[config.mk]
export PLATFORM = sky130hd
export DESIGN_NAME = mem_transfer_sequencer
export DESIGN_NICKNAME = d
export VERILOG_FILES = /design/src/rtl/mem_transfer_sequencer.sv
export SDC_FILE = /design/constraint.sdc
export NUM_CORES = 1
export LEC_CHECK = 0
export BUFFER_PORTS_ARGS = -buffer_cell sky130_fd_sc_hd__buf_2
export CELL_PAD_IN_SITES_DETAIL_PLACEMENT = 0
export CELL_PAD_IN_SITES_GLOBAL_PLACEMENT = 2
export CORE_UTILIZATION = 23
export CTS_BUF_LIST = sky130_fd_sc_hd__clkbuf_8
export DETAILED_ROUTE_END_ITERATION = 12
export HOLD_SLACK_MARGIN = 0.03
export PLACE_DENSITY = 0.89
export SLEW_MARGIN = 20
export SYNTH_ARGS = -nofsm -noshare
export SYNTH_HDL_FRONTEND = slang
export SYNTH_SLANG_ARGS = --single-unit
[constraint.sdc]
create_clock -name Clock -period 2.6 [get_ports Clock]
set_input_delay 0.39 -clock Clock [delete_from_list [all_inputs] [get_ports Clock]]
set_output_delay 0.39 -clock Clock [all_outputs]
set_load 0.02 [all_outputs]
[src/rtl/mem_transfer_sequencer.sv]
// Control-word sequencer that moves bytes from the byte-wide memory into the ALU-system datapath.
// A command is either a two-byte IR fetch via PC or a 1..4 byte big-endian DR load via AR, then an RF write.
module mem_transfer_sequencer (
  input  logic       Clock,
  input  logic       Reset,
  input  logic       Start,
  input  logic       Cmd,
  input  logic [1:0] Len,
  input  logic [2:0] Dst,
  output logic       Busy,
  output logic       Done,
  output logic [3:0] RF_RegSel,
  output logic [3:0] RF_ScrSel,
  output logic [2:0] RF_FunSel,
  output logic [2:0] RF_OutASel,
  output logic [2:0] RF_OutBSel,
  output logic       ALU_WF,
  output logic [4:0] ALU_FunSel,
  output logic [2:0] ARF_RegSel,
  output logic [1:0] ARF_FunSel,
  output logic [1:0] ARF_OutCSel,
  output logic [1:0] ARF_OutDSel,
  output logic       DR_E,
  output logic [1:0] DR_FunSel,
  output logic       Mem_WR,
  output logic       Mem_CS,
  output logic       IR_LH,
  output logic       IR_Write,
  output logic [1:0] MuxASel,
  output logic [1:0] MuxBSel,
  output logic [1:0] MuxCSel,
  output logic       MuxDSel
);

  localparam logic [2:0] S_IDLE   = 3'd0;
  localparam logic [2:0] S_F_LO   = 3'd1;
  localparam logic [2:0] S_F_HI   = 3'd2;
  localparam logic [2:0] S_L_CLR  = 3'd3;
  localparam logic [2:0] S_L_BYTE = 3'd4;
  localparam logic [2:0] S_L_WB   = 3'd5;
  localparam logic [2:0] S_DONE   = 3'd6;

  logic [2:0] state;
  logic [1:0] len_q;
  logic [2:0] dst_q;
  logic [1:0] cnt;

  // NOTE: sequential state uses non-blocking assignments so every register samples pre-edge values.
  always_ff @(posedge Clock) begin
    if (Reset) begin
      state <= S_IDLE;
      len_q <= '0;
      dst_q <= '0;
      cnt   <= '0;
    end else begin
      case (state)
        S_IDLE: begin
          if (Start) begin
            len_q <= Len;
            dst_q <= Dst;
            state <= Cmd ? S_L_CLR : S_F_LO;
          end
        end
        S_F_LO:  state <= S_F_HI;
        S_F_HI:  state <= S_DONE;
        S_L_CLR: begin
          cnt   <= len_q;
          state <= S_L_BYTE;
        end
        S_L_BYTE: begin
          // cnt holds the number of bytes still to read after this one
          if (cnt == 2'd0) state <= S_L_WB;
          else             cnt   <= cnt - 2'd1;
        end
        S_L_WB:  state <= S_DONE;
        S_DONE:  state <= S_IDLE;
        default: state <= S_IDLE;
      endcase
    end
  end

  // NOTE: every output gets the idle value first, so no path through the case can infer a latch.
  always_comb begin
    Busy        = (state != S_IDLE);
    Done        = 1'b0;
    RF_RegSel   = 4'b0000;
    RF_ScrSel   = 4'b0000;
    RF_FunSel   = 3'b000;
    RF_OutASel  = 3'b000;
    RF_OutBSel  = 3'b000;
    ALU_WF      = 1'b0;
    ALU_FunSel  = 5'b00000;
    ARF_RegSel  = 3'b000;
    ARF_FunSel  = 2'b00;
    ARF_OutCSel = 2'b00;
    ARF_OutDSel = 2'b00;
    DR_E        = 1'b0;
    DR_FunSel   = 2'b00;
    Mem_WR      = 1'b0;
    Mem_CS      = 1'b1;
    IR_LH       = 1'b0;
    IR_Write    = 1'b0;
    MuxASel     = 2'b00;
    MuxBSel     = 2'b00;
    MuxCSel     = 2'b00;
    MuxDSel     = 1'b0;

    case (state)
      S_F_LO, S_F_HI: begin
        ARF_OutDSel = 2'b00;
        Mem_CS      = 1'b0;
        IR_Write    = 1'b1;
        IR_LH       = (state == S_F_HI);
        ARF_RegSel  = 3'b100;
        ARF_FunSel  = 2'b01;
      end
      S_L_CLR: begin
        DR_E      = 1'b1;
        DR_FunSel = 2'b00;
      end
      S_L_BYTE: begin
        // byte is shifted into DR at the same edge that advances AR
        ARF_OutDSel = 2'b10;
        Mem_CS      = 1'b0;
        DR_E        = 1'b1;
        DR_FunSel   = 2'b10;
        ARF_RegSel  = 3'b001;
        ARF_FunSel  = 2'b01;
      end
      S_L_WB: begin
        MuxASel   = 2'b10;
        RF_FunSel = 3'b010;
        if (dst_q[2]) RF_ScrSel[dst_q[1:0]] = 1'b1;
        else          RF_RegSel[dst_q[1:0]] = 1'b1;
      end
      S_DONE:  Done = 1'b1;
      default: ;
    endcase
  end

endmodule

==> results of run 1 <==
-- logic make-up after synthesis --
logic type | Yosys count | synth area share
buffers and inverters | 40 | 0.316
multiplexers | 6 | 0.0705
flip-flops | 10 | 0.235
adder cells (fa/ha/maj) | 2 | 0.0294
other | 1 | 0.00440
AO/OA/AOI/OAI | 9 | 0.0764
AND/OR/NAND/NOR | 40 | 0.269
-- metal layers --
metal,global-route usage,vias to the layer above
met1,0.0993,298
met2,0.125,27
met5,0,-
met3,0.0146,2
li1,-,352
met4,0.0436,0
-- cell usage in the layout, fill, tap and decap left out --
master	instances
o31ai_1	1
nand2_1	4
or4b_4	1
ha_1	2
nor2_1	16
dfxtp_1	10
conb_1	27
a221o_1	1
a31oi_1	1
o31a_1	1
clkbuf_8	3
a21oi_1	2
nand2b_1	7
buf_2	29
or3b_2	1
nor3_1	3
nor4bb_1	1
inv_1	6
a21oi_2	1
nor4_1	1
nand3b_1	1
a2111oi_0	1
nand4_1	1
nand3_1	2
o21ai_0	1
nor4b_4	1
mux2i_1	6
and3b_1	1
-- stage by stage --
stage	util	power [mW]
2_1_floorplan	-	0.426
3_3_place_gp	0.263	0.438
3_5_place_dp	0.263	0.441
4_1_cts	0.275	0.598
5_1_grt	0.275	0.634
6_report	0.275	0.592
-- state kept, by name, summed over array words and instances, names as in the netlist --
name and cells:
cnt 2, state 3, dst_q 3, len_q 2
-- synth_stat cells, drive strengths merged, types with 2 or more instances --
cell / n
inv: 6
a21oi: 3
nor2: 16
nor3: 3
nand2b: 7
ha: 2
mux2i: 6
buf: 34
nand3: 2
dfxtp: 10
nand2: 4
-- worst min-delay path: stages --
cell and delay, ns:
buf_2 0.08, mux2i_1 0.05, nor2_1 0.07
-- area by class of cell --
| type | count | area [um2] |
|---|---|---|
| Inverter | 6 | 22.5 |
| Multi-Input combinational cell | 84 | 480 |
| Clock buffer | 3 | 41.3 |
| Timing Repair Buffer | 29 | 145 |
| Tap cell | 46 | 57.6 |
| Fill cell | 395 | 2490 |
| Sequential cell | 10 | 200 |
-- power by group --
group / internal, mW / switching [mW] / leakage, nW / total, mW
logic: 0.0808 / 0.148 / 0.382 / 0.229
registers: 0.171 / 0.0372 / 0.0819 / 0.208
clock network: 0.101 / 0.0542 / 0.0216 / 0.155
total: 0.353 / 0.239 / 0.485 / 0.592
-- final timing paths --
kind	start	end	slack, ns	cells after the start
setup reg to reg	state[2]	cnt[1]	0.88	3
hold / removal	Dst[2]	dst_q[2]	0.40	3
setup / recovery	state[2]	Mem_CS	0.54	4
hold reg to reg	cnt[1]	cnt[1]	0.48	2
==> summary.txt, run 1 <==
Route
  • Initial drt markers: 18
  • Wire length on met3: 79 um
  • Vias/cell: 3.81
  • Total number of vias: 679
  • Residual DRC: 0
  • Mean routed wirelength per cell: 8.69 um
  • Pre-antenna DRT Iters: 3
  • WL met1: 702 um
  • Max layer used: met4
  • Number of routed nets with antenna violations: 0
  • Met2 wire length: 751 um
  • Post-Route WL: 1.55 mm

Setup path
  • Top delay family on crit path: flip-flops
  • Worst EP required: 2.21 ns
  • Largest fanout on the critical path: 13
  • CP max stage cell: dfxtp_1
  • CP cell instances: or3b_2, inv_1, nor2_1, buf_2
  • Crit path largest cell delay: 0.59 ns
  • Startpoint types: register
  • Arrival @ worst endpoint: 1.67 ns
  • WP buf/inv: 2
  • Crit path kind: reg2out
  • CP Capture Type: output port

Clock network
  • CTS Buffer Depth: 2
  • Clock root buffer: clkbuf_8
  • Clk Latency, worst-skew pair: 0.23 ns
  • Clock transition at path regs: 0.05 ns
  • Post-CTS Resized: 0
  • TritonCTS Buffers: 3
  • Cts hold-fix bufs: 0
  • H-Tree Depth: 1
  • Clock Sinks: 10
  • TritonCTS clock tree: built
  • Post-CTS Setup Inserts: 0

Placed design
  • Routability congestion estimate: 0.801
  • Area of placed instances: 906 um2
  • Dpl cells: 175
  • DP HPWL: 1.24 mm
  • Setup WS pre-CTS: 0.782 ns
  • IO buf count: 29

Yosys
  • Synth Register Bits: 10
  • Mean Syn Cell Area: 7.89 um2
  • Mapped Cells: 108
  • Mapped cell area: 852 um2
  • Post-synth top area cell: buf_4
  • Post-synth ARST share: 0
  • Synth area leaders: buf_4 27%, dfxtp_1 23%, mux2i_1 7.0%, nor2_1 7.0%, nand2b_1 5.1%
  • Yosys cell types: 29
  • Ys Warns: 0
  • EDFF count, synth: 0
  • Sequential cell area fraction in the yosys report: 0.235
  • Top cell type's share of synthesized area: 0.273
  • Synth Flop Type: dfxtp_1

STA
  • Worst-margin pin slew: 0.520 ns
  • Crit path time final: 2.06 ns
  • Setup TNS: 0 ns
  • Final setup viols: 0
  • Slew HR: 0.653
  • Final hold violations: 0
  • Hold WS: 0.397 ns
  • Worst Clk Skew: 0.00363 ns
  • RSZ-0062 raised after global routing: no
  • F_max: 0.485 GHz
  • Setup WS post-layout: 0.539 ns
  • Slew Viols, Final: 0
  • Crit share post-route: 0.793

Global route
  • Total global-route track usage: 0.0789
  • Vias in the first global route: 556
  • Gr ovfl total: 0
  • Initial antenna violation count: 0
  • Largest net degree at the start of global routing: 16
  • First-pass GRT wire length: 2.53 mm

Floorplan
  • Die height: 62.9 um
  • Die area: 0.00395 mm2
  • Initial Util: 0.248
  • Die W: 62.9 um
  • # rows: 21
  • Core Box Area: 0.00344 mm2
  • # IOs: 57

Layout
  • Final Instance Area: 947 um2
  • Non-Filler Instances: 178
  • Layout Area Growth over Synthesis: 11.2%
  • ANT cells: 0
  • Layout cells sized above 1: 0.273
  • Final #Nets: 145

Worst hold path
  • Worst Hold Class: in2reg

Flow run
  • Max-cap violations: 0

Outcome
  • Status: complete, no violations

Power and ir drop
  • Peak VDD IR: 0.000161 V
  • Leakage: 0.485 nW
  • Power Dens Cells: 625 mW/mm2
Power figures use the tool's default switching activity.
==> inputs of run 2 (changes only) <==
- ABC_AREA: unset -> 1
- CORE_UTILIZATION: 23 -> 20
- PLACE_DENSITY: 0.89 -> 0.83
- clock period: 2.6 -> 1.9 ns (I/O delays scaled with it)
==> run 2 against run 1 <==
Against the previous run: total power rose by 140%; count of clock-buffer cells in the layout rose by 1; die area rose by 14%; sequential cell count did not move; cell area rose by 3.7%; non-clock buffer count did not move.
==> summary.txt, run 2 <==
Setup path
  • CP Capture Type: output port
  • Startpoint types: register
  • FF-to-FF setup slack: 0.71 ns (-0.17 ns)
  • FF-to-FF Start: state[1]
  • Arrival @ worst endpoint: 1.42 ns (-0.25 ns)
  • R2R depth: 4 (+1)
  • Largest fanout on the critical path: 4 (-9)
  • Reg2reg end: len_q[0]
  • Crit path kind: reg2out
  • Worst EP required: 1.62 ns (-0.59 ns)

STA
  • F_max: 0.586 GHz
  • Final hold violations: 0 (unchanged)
  • Slew Viols, Final: 0 (unchanged)
  • RSZ-0062 raised after global routing: no
  • Final setup viols: 0 (unchanged)
  • Worst Clk Skew: 0.00139 ns (-0.00224 ns)
  • Setup TNS: 0 ns (unchanged)
  • Hold WS: 0.262 ns (-0.135 ns)
  • Crit path time final: 1.71 ns
  • Crit share post-route: 0.898

Clock network
  • Post-CTS Setup Inserts: 0 (unchanged)
  • Clk Latency, worst-skew pair: 0.23 ns (about the same)
  • TritonCTS clock tree: built
  • CTS Buffer Depth: 2 (unchanged)
  • Post-CTS Resized: 0 (unchanged)
  • Clock transition at path regs: 0.05 ns (about the same)
  • Clock Sinks: 10 (unchanged)
  • Cts hold-fix bufs: 0 (unchanged)
  • TritonCTS Buffers: 3 (unchanged)
  • Clock root buffer: clkbuf_8
  • H-Tree Depth: 1 (unchanged)

Yosys
  • Ys Warns: 0 (unchanged)
  • Mapped cell area: 847 um2 (-0.59%)
  • Yosys cell types: 18 (-38%)
  • Count leader, synth: buf_4
  • Mapped Cells: 126 (+17%)
  • Synth area leaders: buf_4 27%, dfxtp_1 24%, nand2_1 8.9%, inv_1 7.5%, nor2_1 6.6%
  • Sequential cell area fraction in the yosys report: 0.236 (+0.00139)
  • Post-synth top area cell: buf_4
  • Top cell type's share of synthesized area: 0.266 (-0.00725)
  • Most common library cells after synthesis: 30 x buf_4, 20 x nand2_1, 17 x inv_1
  • Post-synth ARST share: 0 (unchanged)
  • Mean Syn Cell Area: 6.72 um2 (-15%)
  • Synth Register Bits: 10 (unchanged)
  • EDFF count, synth: 0 (unchanged)
  • Synth Flop Type: dfxtp_1

Floorplan
  • Initial Util: 0.210 (-0.0373)
  • # IOs: 57 (unchanged)
  • # rows: 23 (+9.5%)
  • Die W: 67.1 um (+6.7%)
  • Die height: 67.1 um (+6.7%)
  • Core Box Area: 0.00403 mm2 (+17%)
  • Die area: 0.00450 mm2 (+14%)

Worst hold path
  • Worst hold path endpoint: state[1]
  • Worst Hold Class: in2reg
  • Hold path cells: 2 (-1)
  • Worst hold path startpoint: Reset

Route
  • Post-Route WL: 1.50 mm (-3.4%)
  • Residual DRC: 0 (unchanged)
  • Mean routed wirelength per cell: 7.29 um (-16%)
  • Number of routed nets with antenna violations: 0 (unchanged)
  • Pre-antenna DRT Iters: 3 (unchanged)
  • Initial drt markers: 22 (+4)
  • Vias/cell: 3.54 (-7.2%)
  • Total number of vias: 726 (+6.9%)

Global route
  • Initial antenna violation count: 0 (unchanged)
  • Vias in the first global route: 604 (+8.6%)
  • Gr ovfl total: 0 (unchanged)
  • Total global-route track usage: 0.0720 (-0.00685)
  • First-pass GRT wire length: 2.50 mm (-1.4%)
  • Largest net degree at the start of global routing: 11 (-5)

Layout
  • Layout Area Growth over Synthesis: 16.0%
  • Layout cells sized above 1: 0.265 (-0.00821)
  • Filler instances: 467 (+18%)
  • Largest registers: dst_q (3), state (3)
  • ANT cells: 0 (unchanged)
  • Commonest non-fill, non-tap cell in the layout: buf_2
  • Most frequent cells in the layout: 29 x buf_2, 27 x conb_1, 20 x nand2_1
  • Final #Nets: 167 (+15%)

Power and ir drop
  • Internal: 0.720 mW (+100%)
  • Peak VDD IR: 0.000353 V (+120%)
  • Psw: 0.729 mW (+200%)
  • Reg power frac: 0.245 (-0.107)
  • Sw Ratio: 0.503 (+0.0987)
  • Power Dens Cells: 1480 mW/mm2 (+140%)
  • Leakage: 0.625 nW (+29%)
  • Combinational power share: 0.572 (+0.185)
  • Clk network pwr share: 0.183 (-0.079)

Placed design
  • Routability congestion estimate: 0.683 (-15%)
  • DP HPWL: 1.26 mm (+2.1%)
  • IO buf count: 29 (unchanged)

Outcome
  • Status: complete, no violations

Flow run
  • Max-cap violations: 0 (unchanged)
[run 2: area by class of cell]
type                       count  area, um2  area share
clock buffer                   4       55.1      0.0561
sequential                    10        200       0.204
tap                           50       62.6      0.0637
inverter                      19       71.3      0.0726
timing repair buffer          29        145       0.148
multi-input combinational     93        448       0.456
[run 2: critical path: stages, from the launching register on]
cell	delay, ns
dfxtp_1	0.42
inv_2	0.07
or2_4	0.26
nor2_8	0.12
nand2_4	0.06
nor2_1	0.08
buf_2	0.17
[run 2: worst max path at each step]
| stage | from | endpoint | slack, ns | depth (start not counted) |
|---|---|---|---|---|
| finish | state[0] | RF_ScrSel[1] | 0.19 | 6 |
| global route | state[0] | RF_ScrSel[1] | 0.06 | 6 |
| CTS | state[0] | RF_ScrSel[1] | 0.18 | 6 |
| detailed placement | state[0] | RF_ScrSel[1] | 0.44 | 6 |
| global placement | state[0] | RF_ScrSel[1] | 0.47 | 6 |
| floorplan | state[0] | RF_RegSel[0] | 0.39 | 5 |
[run 2: layer usage]
metal / part of all wire / track usage / up-vias
li1: - / - / 389
met1: 0.47 / 0.0862 / 302
met2: 0.44 / 0.120 / 35
met3: 0.092 / 0.0274 / 0
met4: 0 / 0.0160 / 0
met5: 0 / 0 / -
[run 2: logic make-up (layout without fill, tap and decap cells)]
kind of cell    after synthesis  after routing  share of synthesized area
simple gates                 53             53                      0.315
fa+ha+maj                     2              2                     0.0295
compound gates               11             11                     0.0650
other cells                   1             27                    0.00443
flops                        10             10                      0.236
buf+inv                      49             52                      0.350
[run 2: power groups by stage]
stage               combinational, mW  sequential, mW  clock, mW
finish                          0.829           0.354      0.265
global route                    0.938           0.368      0.289
CTS                             0.842           0.354      0.279
detailed placement              0.840           0.359          0
global placement                0.849           0.358          0
floorplan                       0.710           0.347          0
[run 2: through the flow]
step	instance area, um2	instances	power (mW)	setup slack (ns)	util
finish	982	205	1.45	0.195	0.244
global route	982	205	1.60	0.0570	0.244
CTS	982	205	1.48	0.176	0.244
detailed placement	927	201	1.20	0.442	0.230
global placement	927	201	1.21	0.466	0.230
floorplan	945	152	1.06	0.388	-
